===== src/rtl/uart_pkg.sv =====
// Shared UART definitions: data width, frame length and launch FSM encoding.
package uart_pkg;

    localparam int unsigned UART_DATA_W     = 8;
    localparam int unsigned UART_FRAME_BITS = 10;

    typedef logic [UART_DATA_W-1:0] uart_byte_t;

    typedef enum logic [1:0] {
        S_IDLE   = 2'd0,
        S_LAUNCH = 2'd1,
        S_BUSY   = 2'd2,
        S_DONE   = 2'd3
    } tx_state_e;

endpackage


===== src/rtl/uart_sync_fifo.sv =====
// Byte FIFO with registered level/full/empty and a sticky overflow flag.
// head_c presents the current head entry combinationally for the pop side.
module uart_sync_fifo
    import uart_pkg::*;
#(
    parameter  int unsigned DEPTH = 16,
    localparam int unsigned AW    = $clog2(DEPTH)
) (
    input  logic        clk,
    input  logic        rst_n,
    input  logic        wr_en,
    input  uart_byte_t  wr_data,
    input  logic        pop,
    output uart_byte_t  head_c,
    output logic        full,
    output logic        empty,
    output logic [AW:0] level,
    output logic        overflow,
    input  logic        ovf_clr
);

    uart_byte_t    mem [DEPTH];
    logic [AW-1:0] wptr;
    logic [AW-1:0] rptr;
    logic [AW:0]   level_nxt;
    logic          wr_accept;
    logic          wr_drop;
    logic          pop_ok;

    // A write into a full FIFO is dropped even if a pop happens in the same cycle.
    assign wr_accept = wr_en & ~full;
    assign wr_drop   = wr_en & full;
    assign pop_ok    = pop & ~empty;
    assign head_c    = mem[rptr];

    // Next occupancy from the accepted write and pop of this cycle.
    always_comb begin
        level_nxt = level;
        unique case ({wr_accept, pop_ok})
            2'b10:   level_nxt = level + (AW+1)'(1);
            2'b01:   level_nxt = level - (AW+1)'(1);
            default: level_nxt = level;
        endcase
    end

    // Storage array; contents are don't-care after reset since level gates them.
    always_ff @(posedge clk) begin
        if (wr_accept) begin
            mem[wptr] <= wr_data;
        end
    end

    // Pointers, occupancy flags and sticky overflow.
    always_ff @(posedge clk or negedge rst_n) begin
        if (!rst_n) begin
            wptr     <= '0;
            rptr     <= '0;
            level    <= '0;
            full     <= 1'b0;
            empty    <= 1'b1;
            overflow <= 1'b0;
        end else begin
            if (wr_accept) begin
                wptr <= wptr + AW'(1);
            end
            if (pop_ok) begin
                rptr <= rptr + AW'(1);
            end
            level <= level_nxt;
            full  <= (level_nxt == (AW+1)'(DEPTH));
            empty <= (level_nxt == '0);
            if (wr_drop) begin
                overflow <= 1'b1;
            end else if (ovf_clr) begin
                overflow <= 1'b0;
            end
        end
    end

endmodule


===== src/rtl/uart_tx_feeder.sv =====
// Buffers producer bytes and launches them one per frame into the serial
// transmitter, keeping the line busy while data is queued.
module uart_tx_feeder
    import uart_pkg::*;
#(
    parameter  int unsigned DEPTH = 16,
    localparam int unsigned AW    = $clog2(DEPTH)
) (
    input  logic        clk,
    input  logic        rst_n,
    input  logic        wr_en,
    input  uart_byte_t  wr_data,
    output logic        full,
    output logic        empty,
    output logic [AW:0] level,
    output logic        overflow,
    input  logic        ovf_clr,
    output logic        tx_start,
    output uart_byte_t  tx_data,
    input  logic        tx_finish
);

    tx_state_e  state;
    uart_byte_t head_c;
    logic       pop_c;

    // Pop the head in the same cycle the launch is registered.
    assign pop_c = (state == S_IDLE) & ~empty & tx_finish;

    uart_sync_fifo #(
        .DEPTH (DEPTH)
    ) u_fifo (
        .clk      (clk),
        .rst_n    (rst_n),
        .wr_en    (wr_en),
        .wr_data  (wr_data),
        .pop      (pop_c),
        .head_c   (head_c),
        .full     (full),
        .empty    (empty),
        .level    (level),
        .overflow (overflow),
        .ovf_clr  (ovf_clr)
    );

    // Launch FSM: requires tx_finish to go low then high before the next launch,
    // so a stale idle level right after tx_start cannot trigger a double launch.
    always_ff @(posedge clk or negedge rst_n) begin
        if (!rst_n) begin
            state    <= S_IDLE;
            tx_start <= 1'b0;
            tx_data  <= '0;
        end else begin
            tx_start <= 1'b0;
            unique case (state)
                S_IDLE: begin
                    if (pop_c) begin
                        tx_start <= 1'b1;
                        tx_data  <= head_c;
                        state    <= S_LAUNCH;
                    end
                end
                S_LAUNCH: begin
                    state <= S_BUSY;
                end
                S_BUSY: begin
                    if (!tx_finish) begin
                        state <= S_DONE;
                    end
                end
                S_DONE: begin
                    if (tx_finish) begin
                        state <= S_IDLE;
                    end
                end
                default: begin
                    state <= S_IDLE;
                end
            endcase
        end
    end

endmodule


===== config.mk =====
export PLATFORM = sky130hd
export DESIGN_NAME = uart_tx_feeder
export DESIGN_NICKNAME = d
export VERILOG_FILES = /design/src/rtl/uart_pkg.sv /design/src/rtl/uart_sync_fifo.sv /design/src/rtl/uart_tx_feeder.sv
export SDC_FILE = /design/constraint.sdc
export NUM_CORES = 1
export LEC_CHECK = 0
export BUFFER_PORTS_ARGS = -buffer_cell sky130_fd_sc_hd__clkbuf_2
export CORE_ASPECT_RATIO = 2
export CORE_MARGIN = 1.5
export CORE_UTILIZATION = 55
export DETAILED_ROUTE_END_ITERATION = 7
export PLACE_DENSITY_LB_ADDON = 0.08
export SLEW_MARGIN = 20
export SYNTH_ARGS = -nofsm -noshare
export SYNTH_HDL_FRONTEND = slang
export SYNTH_SLANG_ARGS = --single-unit

===== constraint.sdc =====
create_clock -name clk -period 4.78 [get_ports clk]
set_clock_uncertainty 0.2 [all_clocks]
set_input_delay 0.717 -clock clk [delete_from_list [all_inputs] [get_ports clk]]
set_output_delay 0.717 -clock clk [all_outputs]
set_load 0.02 [all_outputs]

* After elaboration in Yosys (flattened, before gate mapping)
Memory sizes are Yosys's and may differ from the RTL's. A register that Yosys moved wholly into a read port is not among the register bits. Cells that the tools add are included.
Word-level totals: bits in registers 19, RAM bits 128, bits of input ports 13, output and inout bits 17, memories kept 1
Memory list:
- u_fifo.mem | words 16, bits a word 8, read ports 1, clocked after memory_dff 1, write ports 1, line uart_sync_fifo.sv:22 | uart_byte_t mem [DEPTH];
Cells by class: $add $sub $neg 4, equal/unequal tests 9, multiplexer cells 11, bitwise operators 7, reduce and logical (&&, ||, !) cells 6
Operator list (count):
- one-hot mux 5 bit (2 select lines) | 1
- adder 4 x 1 -> 4 bit, second input constant | 2
- one-hot mux 2 bit (4 select lines) | 1
- equality test 2 bit, second input constant | 3
- 2-to-1 mux 1 bit | 6
- 2-to-1 mux 2 bit | 3
- adder 5 x 1 -> 5 bit, second input constant | 1
- bitwise AND 1 bit | 5
- equality test 5 bit, second input constant | 1
- zero test 5 bit | 1
- subtractor 5 x 1 -> 5 bit, second input constant | 1
- equality test 2 x 1 -> 1 bit, second input constant | 2
- != test 2 bit, second input constant | 2
- AND reduction 3 bit | 1
- zero test 2 bit | 1
- != test 2 x 1 -> 1 bit, second input constant | 1
- NOT 1 bit | 2
- AND reduction 2 bit | 1
- nonzero test 2 bit | 1
- zero test 1 bit | 1

* Depth between registers and ports, before layout
Gate-level depths: netlist of the first run.
depth after elaboration 7, depth in mapped cells 12

* Hierarchy
From an unflattened synthesis of the first run, not the netlist that was laid out.
Unflattened totals: cells, all modules 324, area total of the unflattened synthesis 6399.9 um2
Modules (own cells, without submodules):
- uart_sync_fifo | instances 1, cells each 280, area an instance 5799.3 um2, seq. area each 4245.3 um2
- uart_tx_feeder | instances 1, cells each 44, area an instance 600.6 um2, seq. area each 275.3 um2

* Worst setup path before layout of the first run
OpenSTA, ideal clock, no wires.
path kind input port to flip-flop, from input tx_finish, to register u_fifo.empty, arrival 2.627 ns, setup slack 1.837 ns, stages 9, buffers on the path 2, path through nand3b_4 > clkinv_4 > clkbuf_1 > ha_1 > clkbuf_1 > nand2b_1 > a2111oi_0 > nor3_1 > a2111oi_1
On the way: word-level cells in the longest chain between the ends 5, elaborated cells between the ends (all ways) 6
Ends and longest elaborated chain:
- from (decl) | line uart_tx_feeder.sv:20 | input logic tx_finish
- bitwise AND 1 bit (*) | line uart_tx_feeder.sv:28 | assign pop_c = (state == S_IDLE) & ~empty & tx_finish;
- bitwise AND 1 bit (*) | line uart_sync_fifo.sv:33 | assign pop_ok = pop & ~empty;
- equality test 2 x 1 -> 1 bit / equality test 2 bit (equally long branches) | line uart_sync_fifo.sv:39 | unique case ({wr_accept, pop_ok})
- one-hot mux 5 bit (2 select lines) (*) | line uart_sync_fifo.sv:39
- zero test 5 bit (*) | line uart_sync_fifo.sv:71 | empty <= (level_nxt == '0);
- to (signal assigned) | line uart_sync_fifo.sv:71
- to (decl) | line uart_sync_fifo.sv:16 | output logic empty,
Mark *: on every way between the ends. The rest lies on a longest branch, timed or not. A chain may end at the register's enable or synchronous reset.

* Worst setup path in the final report of the first run
from register state[0], to register u_fifo.empty
On the way: word-level cells in the longest chain between the ends 7, elaborated cells between the ends (all ways) 8
Ends and longest elaborated chain:
- from (decl) | line uart_tx_feeder.sv:23 | tx_state_e state;
- from (signal assigned) | line uart_tx_feeder.sv:50 | state <= S_IDLE;
- from (signal assigned) | line uart_tx_feeder.sv:60 | state <= S_LAUNCH;
- from (signal assigned) | line uart_tx_feeder.sv:64 | state <= S_BUSY;
- zero test 2 bit (*) | line uart_tx_feeder.sv:28
- bitwise AND 1 bit (*) (2 in series) | line uart_tx_feeder.sv:28
- bitwise AND 1 bit (*) | line uart_sync_fifo.sv:33
- equality test 2 x 1 -> 1 bit / equality test 2 bit (equally long branches) | line uart_sync_fifo.sv:39
- one-hot mux 5 bit (2 select lines) (*) | line uart_sync_fifo.sv:39
- zero test 5 bit (*) | line uart_sync_fifo.sv:71
Marks and branches as above.

==> results by group, run 1 <==
GRT
  – Largest net degree at the start of global routing: 36
  – Tot GR Track Use: 21.17%
  – Vias in the first global route: 3356
  – GRT overflow: 0
  – Initial antenna violation count: 0
  – First-pass GRT wire length: 18.37 mm

Routing
  – TritonRoute pass-1 iters: 4
  – Initial DRC count: 211
  – Final wirelength: 11.82 mm
  – Residual DRC: 0
  – Via density: 5.861
  – Antenna-violating nets left: 0
  – Mean routed wirelength per cell: 21.88 um
  – Vias: 3165

Run status
  – Status: finished, final reports clean

Placement
  – Final HPWL DP: 8.309 mm
  – Placed cells: 508
  – Pre-CTS setup slack: 1.463 ns
  – Number of I/O port buffers: 29
  – GPL Wtd Cong: 0.7515

Floorplan
  – Initial Util: 56.59%
  – Die width: 79.20 um
  – Core area: 11290 um2
  – Die ar.: 12310 um2
  – Ports: 30
  – Core Rows: 55
  – Die H: 155.4 um

Timing
  – Final hold viol count: 0
  – Max_slew headroom: 40.51%
  – Setup TNS Final: 0 ns
  – Final Setup Violations: 0
  – Final worst-path setup slack: 1.625 ns
  – RSZ-0062 raised after global routing: no
  – Post-layout min period: 3.155 ns
  – Final period util: 66.00%
  – Final slew viol count: 0
  – Measured slew at the worst slew-check pin: 0.8923 ns
  – Max Freq: 317.0 MHz

Yosys
  – Synth warn: 0
  – Seq cells post-synth: 155
  – Async SR Flop Fraction: 17.42%
  – Number of flops mapped to enable cells by yosys: 128
  – Ys flop type: edfxtp_1
  – Synthesized area: 6386 um2
  – Top-area cell type share of the netlist area: 60.19%
  – Yosys top cell by area: edfxtp_1
  – Mapped Avg Cell Area: 18.14 um2
  – Sequential share of the synthesized area: 70.79%
  – Synth cell types: 46
  – Net Count, Synth: 376
  – Mapped Cells: 352
  – Leading post-synthesis cells by cell area: edfxtp_1 60%, mux4_2 14%, dfrtp_1 10%

Clock network
  – Clk_lat worst skew: 0.41 ns
  – CTS sink cnt: 155
  – Cts repair resizes: 0
  – Register clock-pin slew on the reported worst setup and hold paths: 0.06 ns
  – H-tree lvl count: 4
  – # hold bufs at CTS: 0
  – Post-CTS setup buffers: 0
  – Cts bufs inserted: 17
  – CTS tree: yes
  – CTS root buf: clkbuf_16
  – Clock Path Buffers: 2

Cells and area
  – Nets: 409
  – N_diodes: 0
  – Layout area overhead: 13.24%
  – Fraction of layout cells with a size suffix above 1: 27.14%
  – Final core utilization: 64.08%
  – Finished Layout Cells: 540
  – Number of fill cells in the layout: 807

Worst hold path
  – Worst hold path class: input pin to async pin

Setup path
  – Ordered list of cells on the worst path: inv_1, ha_1, nand3b_4, clkinv_4, nand2_1, xnor2_1, ha_1, a31oi_1, o32a_1, o41a_1, a2111oi_1
  – Reg2reg start: state[0]
  – Startpoint types: flip-flop
  – Crit end category: flip-flop
  – Critical Path Source: state[0]
  – WS Path Type: flip-flop to flip-flop
  – Worst-path maximum fanout: 16
  – Crit-path max cell delay: 0.41 ns
  – Cell mode on critical path: ha_1
  – CP max-delay cell: o41a_1
  – Critical Path AT: 3.25 ns
  – Worst EP required: 4.87 ns

Pwr
  – Static Leakage: 2.544 nW
  – Tot Pwr: 0.004489 W
  – Peak supply drop: 0.3908 mV
  – Power per cell area: 620.6 nW/um2

Job
  – Max-Cap Viols: 0
==> placed cells by master (no fill, tap or decap), types with 2 or more instances in the layout <==
cell / Yosys / routed
nor3_1: 6 / 6
clkbuf_2: 1 / 29
inv_6: 0 / 2
buf_4: 0 / 3
o21ai_0: 9 / 9
mux4_2: 40 / 40
nor3b_1: 2 / 2
clkbuf_16: 0 / 17
inv_1: 9 / 9
nor2_1: 6 / 6
nor4_1: 2 / 2
clkbuf_1: 8 / 2
dfrtp_1: 26 / 25
nand2_1: 37 / 37
a21oi_1: 2 / 2
clkinv_4: 1 / 4
edfxtp_1: 128 / 128
nand4_1: 2 / 2
ha_1: 11 / 11
and2_1: 16 / 16
xnor2_1: 9 / 9
bufinv_16: 0 / 2
a2111oi_0: 2 / 2
clkinvlp_4: 0 / 4
mux2_2: 2 / 2
==> per-layer routing <==
metal / GRT usage [%] / vias to the layer above / wire length, um
li1: - / 1450 / -
met4: 8.605 / 0 / 229
met2: 40.21 / 69 / 7099
met1: 22.41 / 1631 / 4210
met5: 0 / - / 0
met3: 3.695 / 15 / 276
==> power breakdown <==
| part | leakage, nW | internal, W | total, W | switching (W) |
|---|---|---|---|---|
| logic | 0.790 | 0.000615 | 0.00127 | 0.000653 |
| clock network | 0.268 | 0.000771 | 0.00129 | 0.000520 |
| registers | 1.49 | 0.00169 | 0.00193 | 0.000242 |
| total | 2.54 | 0.00307 | 0.00449 | 0.00141 |
==> cell usage after synthesis (all sizes together), types with 2 or more instances <==
cell type / number
edfxtp: 128
inv: 9
ha: 11
mux2: 2
mux4: 40
nor3b: 2
nor3: 6
nor2: 6
nand4: 2
and2: 16
xnor2: 9
a2111oi: 3
o21ai: 9
a21oi: 2
dfrtp: 26
clkbuf: 9
buf: 9
nand2: 37
nor4: 2
==> per-stage QoR <==
stage                     hold slack (ns)  instance area, um2
after floorplan                    0.2214                6386
after global placement             0.2654                6656
after detailed placement           0.2640                6656
after CTS                          0.1457                7232
after global routing               0.1665                7232
final                              0.1309                7232
==> registers in the layout, summed over array words and instances, names as in the netlist <==
signal and count:
tx_data 8, u_fifo.full 1, u_fifo.level 5, u_fifo.rptr 4, tx_start 1, u_fifo.mem 128
state 2, u_fifo.wptr 4, u_fifo.overflow 1, u_fifo.empty 1
==> cell families (layout without fill, tap and decap cells) <==
logic type	count (synthesis)	in the layout	synth area share [%]
simple gates	76	76	5.897
compound gates	29	29	3.312
flops	155	155	70.79
xor+xnor	10	10	1.372
fa+ha+maj	11	11	2.155
buf+inv	28	74	1.861
mux	43	43	14.62
==> final cells by class <==
class                   instances  area (um2)  share of cell area, %
flip-flops and latches        155        4522                  62.53
multi-input cells             169        1747                  24.15
clock buffers                  19       432.9                  5.986
well taps                     142       177.7                  2.457
repair buffers                 32       167.7                  2.318
clock inverters                13       142.6                  1.972
inverters                      10       42.54                 0.5882
==> path summary, 6_finish.rpt <==
| check | slack (ns) | end | cells past startpoint |
|---|---|---|---|
| setup / recovery | 1.63 | u_fifo.empty | 11 |
| hold / removal | 0.13 | u_fifo.level[0] | 1 |
| setup reg to reg | 1.63 | u_fifo.empty | 11 |
| hold reg to reg | 0.28 | tx_data[0] | 2 |
| max in group asynchronous | 3.77 | u_fifo.rptr[0] | 1 |
| min in group clk | 0.28 | tx_data[0] | 2 |
==> worst max-delay path, delay by kind of cell, from the launching register on <==
kind | cells | cell delay, ns
AO/OA/AOI/OAI | 4 | 1.14
XOR/XNOR | 1 | 0.17
adder cells (fa/ha/maj) | 2 | 0.48
buffers and inverters | 2 | 0.30
flip-flops | 1 | 0.38
AND/OR/NAND/NOR | 2 | 0.36
(Power assumes the default switching activity.)
==> inputs of run 2 (changes only) <==
--- a/config.mk
+++ b/config.mk
@@ -5,6 +5,7 @@
 export SDC_FILE = /design/constraint.sdc
 export NUM_CORES = 1
 export LEC_CHECK = 0
+export ABC_AREA = 1
 export BUFFER_PORTS_ARGS = -buffer_cell sky130_fd_sc_hd__clkbuf_2
 export CORE_ASPECT_RATIO = 2
 export CORE_MARGIN = 1.5
==> constraint.sdc (replaced) <==
create_clock -name clk -period 2.95 [get_ports clk]
set_clock_uncertainty 0.2 [all_clocks]
set_input_delay 0.4425 -clock clk [delete_from_list [all_inputs] [get_ports clk]]
set_output_delay 0.4425 -clock clk [all_outputs]
set_load 0.02 [all_outputs]
==> run 2 against run 1 <==
Combinational power is 110% higher. Core utilization is 0.54 points higher. Register-to-register slack worse by 1.3 ns. Clock power is 54% higher. Total power is 68% higher. Largest power group unchanged. Area after synthesis is 0.25% higher. Hold slack worse by 0.12 ns. Critical path depth is 3 higher.
==> results by group, run 2 <==
Yosys
  – Mapped Avg Cell Area: 12.29 um2 (-32%)
  – Net Count, Synth: 545 (+45%)
  – Ys flop type: edfxtp_1
  – Async SR Flop Fraction: 17.42% (unchanged)
  – Synth cell types: 29 (-37%)
  – Number of flops mapped to enable cells by yosys: 128 (unchanged)
  – Most numerous cell in the Yosys netlist: edfxtp_1
  – Yosys top cell by area: edfxtp_1
  – Leading post-synthesis cells by cell area: edfxtp_1 60%, dfrtp_1 10%, nor2_1 5.0%
  – Mapped Cells: 521 (+48%)
  – Sequential share of the synthesized area: 70.61% (-0.18 points)
  – Top-area cell type share of the netlist area: 60.04% (-0.15 points)
  – Synth warn: 0 (unchanged)
  – Commonest cells post-synth: 128 x edfxtp_1, 86 x nor2_1, 58 x nand2_1
  – Synthesized area: 6402 um2 (+0.25%)
  – Seq cells post-synth: 155 (unchanged)

Floorplan
  – Initial Util: 56.39% (-0.20 points)
  – Die H: 155.6 um (+0.12%)
  – Die width: 79.29 um (+0.12%)
  – Ports: 30 (unchanged)
  – Die ar.: 12340 um2 (+0.24%)
  – Core Rows: 55 (unchanged)
  – Core area: 11350 um2 (+0.61%)

Cells and area
  – Post-layout instance area: 7337 um2 (+1.5%)
  – Max FFs per register: 128 (unchanged)
  – Commonest non-fill, non-tap cells in the layout: 128 x edfxtp_1, 86 x nor2_1, 58 x nand2_1
  – Nets: 594 (+45%)
  – Finished Layout Cells: 725 (+34%)
  – Sequential cell area: 4522 um2 (unchanged)
  – Final core utilization: 64.62% (+0.54 points)
  – Reg with most FFs: u_fifo.mem
  – Layout area overhead: 14.60%
  – N_diodes: 0 (unchanged)
  – Largest regs: u_fifo.mem x128, tx_data x8, u_fifo.level x5
  – Fraction of layout cells with a size suffix above 1: 16.81% (-10 points)
  – Number of fill cells in the layout: 893 (+11%)
  – Commonest non-fill, non-tap cell in the layout: edfxtp_1
  – Multi-input logic area: 1658 um2 (-5.1%)

Timing
  – Final slew viol count: 0 (unchanged)
  – Max Freq: 378.4 MHz (+19%)
  – Max_slew headroom: 42.17% (+1.7 points)
  – Final Setup Violations: 0 (unchanged)
  – Measured slew at the worst slew-check pin: 0.8621 ns (-0.03015 ns)
  – Setup TNS Final: 0 ns (unchanged)
  – Final hold viol count: 0 (unchanged)
  – Final period util: 89.58% (+24 points)
  – Post-layout min period: 2.643 ns (-0.5121 ns)
  – RSZ-0062 raised after global routing: no

Pwr
  – Static Leakage: 2.719 nW (+6.9%)
  – Switching power: 0.002789 W (+97%)
  – Peak supply drop: 0.8748 mV (+120%)
  – Pint: 0.004744 W (+54%)
  – Combinational group share of total power: 34.6% (+6.4 points)
  – Clk network pwr share: 26.4% (-2.4 points)
  – Sw Ratio: 37.02% (+5.5 points)
  – Sequential power share: 39.0% (-4.0 points)
  – Power per cell area: 1027 nW/um2 (+65%)

Clock network
  – H-tree lvl count: 4 (unchanged)
  – CTS root buf: clkbuf_16
  – CTS tree: yes
  – Post-CTS setup buffers: 0 (unchanged)
  – Clock Path Buffers: 2 (unchanged)
  – Clk_lat worst skew: 0.41 ns (about the same)
  – Cts bufs inserted: 17 (unchanged)
  – CTS sink cnt: 155 (unchanged)
  – Register clock-pin slew on the reported worst setup and hold paths: 0.06 ns (about the same)

Placement
  – GPL Wtd Cong: 0.7900 (+5.1%)
  – Final HPWL DP: 9.575 mm (+15%)
  – DP Area: 6784 um2 (+1.9%)
  – Number of I/O port buffers: 29 (unchanged)
  – Placed cells: 692 (+36%)

Setup path
  – Ordered list of cells on the worst path: inv_1, ha_1, nand2_2, nor2_8, nand2_2, nand2_1, nand2_1, ha_1, o21ai_0, inv_1, or2_2, nor2_2, nand3_1, nor2_1
  – Critical Path AT: 2.79 ns (-0.46 ns)
  – Worst-path maximum fanout: 5 (-11)
  – CP max-delay cell: dfrtp_1
  – Crit end category: flip-flop
  – WS Path Type: flip-flop to flip-flop
  – Startpoint types: flip-flop
  – Crit-path max cell delay: 0.38 ns (-0.03 ns)
  – Worst EP required: 3.10 ns (-1.77 ns)

Routing
  – Antenna-violating nets left: 0 (unchanged)
  – Vias: 4230 (+34%)
  – Residual DRC: 0 (unchanged)
  – Final wirelength: 14.58 mm (+23%)
  – Mean routed wirelength per cell: 20.11 um (-8.1%)
  – Initial DRC count: 273 (+29%)
  – Via density: 5.834 (-0.45%)
  – TritonRoute pass-1 iters: 5 (+1)

GRT
  – Largest net degree at the start of global routing: 38 (+5.6%)
  – Initial antenna violation count: 0 (unchanged)
  – First-pass GRT wire length: 22.61 mm (+23%)
  – Vias in the first global route: 4250 (+27%)
  – Tot GR Track Use: 25.61% (+4.4 points)
  – GRT overflow: 0 (unchanged)

Worst hold path
  – Worst hold path class: input pin to flip-flop

Job
  – Max-Cap Viols: 0 (unchanged)

Run status
  – Status: finished, final reports clean
-- run 2: power by group through the flow --
stage / sequential (W) / combinational (W) / clock [W]
2_1_floorplan: 0.00305 / 0.00170 / 0
3_3_place_gp: 0.00296 / 0.00255 / 0
3_5_place_dp: 0.00298 / 0.00260 / 0
4_1_cts: 0.00294 / 0.00262 / 0.00201
5_1_grt: 0.00297 / 0.00289 / 0.00210
6_report: 0.00294 / 0.00261 / 0.00199
-- run 2: worst paths after layout --
kind,start,endpoint,slack [ns],cells after the start
max,state[0],u_fifo.empty,0.31,14
min,ovf_clr,u_fifo.overflow,0.01,2
max reg2reg,state[0],u_fifo.empty,0.31,14
min reg2reg,tx_data[7],tx_data[7],0.29,2
max in group asynchronous,rst_n,u_fifo.rptr[0],1.53,2
min in group asynchronous,rst_n,u_fifo.rptr[3],0.46,2
-- run 2: final cells by class --
type / count / share of cell area, %
timing repair buffer: 55 / 4.673
sequential: 155 / 61.63
clock buffer: 23 / 6.378
clock inverter: 9 / 1.023
tap: 142 / 2.422
multi-input combinational: 316 / 22.60
inverter: 25 / 1.279
-- run 2: cells by family (layout without fill, tap and decap cells) --
group,after synthesis,in the layout,synth area share (%)
xor gates and xnor gates,7,7,0.9576
and+or+nand+nor,183,183,12.19
AOI/OAI and AO/OA,115,115,10.59
DFF,155,155,70.61
adders and majority gates,11,11,2.150
buffers and inverters,50,112,3.498
-- run 2: stage by stage --
step | worst slack [ns] | hold WS [ns] | power [W]
global route | 0.1332 | 0.05792 | 0.007957
CTS | 0.2732 | 0.001614 | 0.007574
finish | 0.3075 | 0.01489 | 0.007534
floorplan | 0.5218 | -0.05309 | 0.004748
detailed placement | 0.2822 | 0.2782 | 0.005580
global placement | 0.4239 | 0.2653 | 0.005510
-- run 2: repair_timing --
item                      4_1_cts  5_1_grt
hold endpoints to repair       26        0
gates resized for setup         0        0
hold buffers                    1        0
-- run 2: routing by layer --
metal	wire (um)	vias up	global-route usage, %	share of wire, %
li1	-	1974	-	-
met1	5432	2094	28.35	37
met2	8197	134	46.64	56
met3	579	28	4.854	4.0
met4	373	0	11.36	2.6
met5	0	-	0	0
-- run 2: critical path, delay by kind of cell, from the launching register on --
family / cells / cell delay [ns]
adder cells (fa/ha/maj): 2 / 0.51
flip-flops: 1 / 0.38
AO/OA/AOI/OAI: 1 / 0.16
buffers and inverters: 2 / 0.19
AND/OR/NAND/NOR: 9 / 1.13
==> inputs of run 3 (changes only) <==
--- a/config.mk
+++ b/config.mk
@@ -5,7 +5,6 @@
 export SDC_FILE = /design/constraint.sdc
 export NUM_CORES = 1
 export LEC_CHECK = 0
-export ABC_AREA = 1
 export BUFFER_PORTS_ARGS = -buffer_cell sky130_fd_sc_hd__clkbuf_2
 export CORE_ASPECT_RATIO = 2
 export CORE_MARGIN = 1.5
==> run 3 against run 2 <==
Global-route usage down 3.9 points. Final cell count shrank 25%. Combinational power decreased by 14%. Total power decreased by 0.67%. First-iteration DRC count down 11%. Critical endpoint unchanged. Register-to-register slack got worse by 0.27 ns. Core utilization increased by 0.59 points. Die area is 0.24% lower.
==> results by group, run 3 (synthesis results as in run 1) <==
Floorplan
  – Initial Util: 56.59% (+0.20 points)
  – Ports: 30 (unchanged)
  – Die width: 79.20 um (-0.12%)
  – Core area: 11290 um2 (-0.61%)
  – Core Rows: 55 (unchanged)
  – Die ar.: 12310 um2 (-0.24%)
  – Die H: 155.4 um (-0.12%)

Cells and area
  – Commonest non-fill, non-tap cells in the layout: 128 x edfxtp_1, 40 x mux4_2, 36 x nand2_1
  – Fraction of layout cells with a size suffix above 1: 30.12% (+13 points)
  – Commonest non-fill, non-tap cell in the layout: edfxtp_1
  – Post-layout instance area: 7360 um2 (+0.31%)
  – Layout area overhead: 15.24%
  – Largest regs: u_fifo.mem x128, tx_data x8, u_fifo.level x5
  – Finished Layout Cells: 547 (-25%)
  – N_diodes: 0 (unchanged)
  – Nets: 416 (-30%)
  – Reg with most FFs: u_fifo.mem
  – Max FFs per register: 128 (unchanged)

Routing
  – Residual DRC: 0 (unchanged)
  – Initial DRC count: 243 (-11%)
  – Via density: 5.888 (+0.93%)
  – Mean routed wirelength per cell: 21.88 um (+8.8%)
  – Antenna-violating nets left: 0 (unchanged)
  – Final wirelength: 11.97 mm (-18%)
  – Vias: 3221 (-24%)
  – TritonRoute pass-1 iters: 4 (-1)

Run status
  – Status: finished, final reports clean

Pwr
  – Static Leakage: 2.595 nW (-4.5%)
  – Power per cell area: 1017 nW/um2 (-0.97%)
  – Peak supply drop: 0.6510 mV (-26%)
  – Tot Pwr: 0.007483 W (-0.67%)

GRT
  – Tot GR Track Use: 21.70% (-3.9 points)
  – Vias in the first global route: 3471 (-18%)
  – GR peak layer: met2
  – First-pass GRT wire length: 19.03 mm (-16%)
  – Met1 Usage GRT: 24.80% (-3.6 points)
  – Initial antenna violation count: 0 (unchanged)
  – GRT overflow: 0 (unchanged)
  – GRT met2 Usage: 38.79% (-7.9 points)
  – Largest net degree at the start of global routing: 36 (-5.3%)
  – Global Route met3 Usage: 3.695% (-1.2 points)

Clock network
  – CTS root buf: clkbuf_16
  – Cts bufs inserted: 17 (unchanged)
  – CTS sink cnt: 155 (unchanged)
  – Clk_lat worst skew: 0.42 ns (about the same)
  – CTS tree: yes
  – Clock Path Buffers: 2 (unchanged)
  – Register clock-pin slew on the reported worst setup and hold paths: 0.07 ns (about the same)
  – H-tree lvl count: 4 (unchanged)

Timing
  – Measured slew at the worst slew-check pin: 0.6901 ns (-0.1721 ns)
  – Final hold viol count: 0 (unchanged)
  – Final slew viol count: 0 (unchanged)
  – Setup TNS Final: 0 ns (unchanged)
  – Post-layout min period: 2.914 ns (+0.2718 ns)
  – Max_slew headroom: 53.99% (+12 points)
  – Final Setup Violations: 0 (unchanged)
  – Max Freq: 343.1 MHz (-9.3%)
  – Final period util: 98.79% (+9.2 points)
  – Worst Hold Margin: 0.03297 ns (+0.01808 ns)

Worst hold path
  – Worst hold path class: input pin to flip-flop
  – Hold Path Origin: wr_en

Placement
  – Placed cells: 512 (-26%)
  – Final HPWL DP: 8.302 mm (-13%)
  – DP Area: 6699 um2 (-1.3%)
  – Number of I/O port buffers: 29 (unchanged)
  – GPL Wtd Cong: 0.7595 (-3.9%)

Setup path
  – Startpoint types: flip-flop
  – Crit end category: flip-flop
  – Worst EP required: 3.06 ns (-0.04 ns)
  – WS Path Type: flip-flop to flip-flop
  – Reg2reg start: state[1]
  – Worst-path maximum fanout: 15 (+10)
  – Critical Path AT: 3.03 ns (+0.24 ns)
  – Critical Path Source: state[1]

Job
  – Max-Cap Viols: 0 (unchanged)
run 3: cell type report:
class                      count  area [um2]
sequential                   155        4522
fill                         789        3926
multi-input combinational    169        1782
clock buffer                  19       432.9
timing repair buffer          39       237.7
tap                          142       177.7
clock inverter                13       165.2
inverter                      10       42.54
run 3: critical path, stage by stage (launching register included):
cell       delay, ns
dfrtp_1         0.41
inv_1           0.11
ha_2            0.22
nand3b_4        0.09
clkinv_4        0.05
buf_4           0.18
ha_2            0.31
nand2b_1        0.18
a2111oi_1       0.52
nor3_1          0.19
a2111oi_2       0.35
run 3: repair_timing:
| item | 4_1_cts | 5_1_grt |
|---|---|---|
| resized for setup | 1 | 9 |
| hold buffers | 2 | 0 |
| hold endpoints to repair | 27 | 0 |
| pin swaps | 0 | 2 |
| setup buffers | 0 | 1 |
| setup endpoints to repair | 1 | 3 |
run 3: power breakdown:
part           switching, W  internal [W]
Combinational       0.00119       0.00107
Clock              0.000862       0.00134
Sequential         0.000294       0.00274
run 3: path summary, 6_finish.rpt:
kind	slack (ns)	depth (start not counted)	endpoint
worst max-delay path	0.04	10	u_fifo.empty
worst min-delay path	0.03	3	u_fifo.overflow
worst max register to register	0.04	10	u_fifo.empty
worst min register to register	0.27	2	tx_data[7]
max in group asynchronous	1.66	2	u_fifo.rptr[0]
min in group asynchronous	0.39	2	u_fifo.level[0]
run 3: routing by layer:
layer | wire, um | vias to the layer above | share of wire, %
met1 | 4462 | 1659 | 37
met4 | 390 | 0 | 3.3
met5 | 0 | - | 0
met2 | 6860 | 71 | 57
li1 | - | 1462 | -
met3 | 255 | 29 | 2.1
run 3: metrics by stage:
| step | setup slack, ns | util [%] |
|---|---|---|
| CTS | 0.0009772 | 64.88 |
| global placement | 0.1774 | 59.36 |
| detailed placement | -0.01768 | 59.36 |
| finish | 0.03564 | 65.21 |
| floorplan | 0.03641 | - |
| global route | -0.01351 | 65.21 |
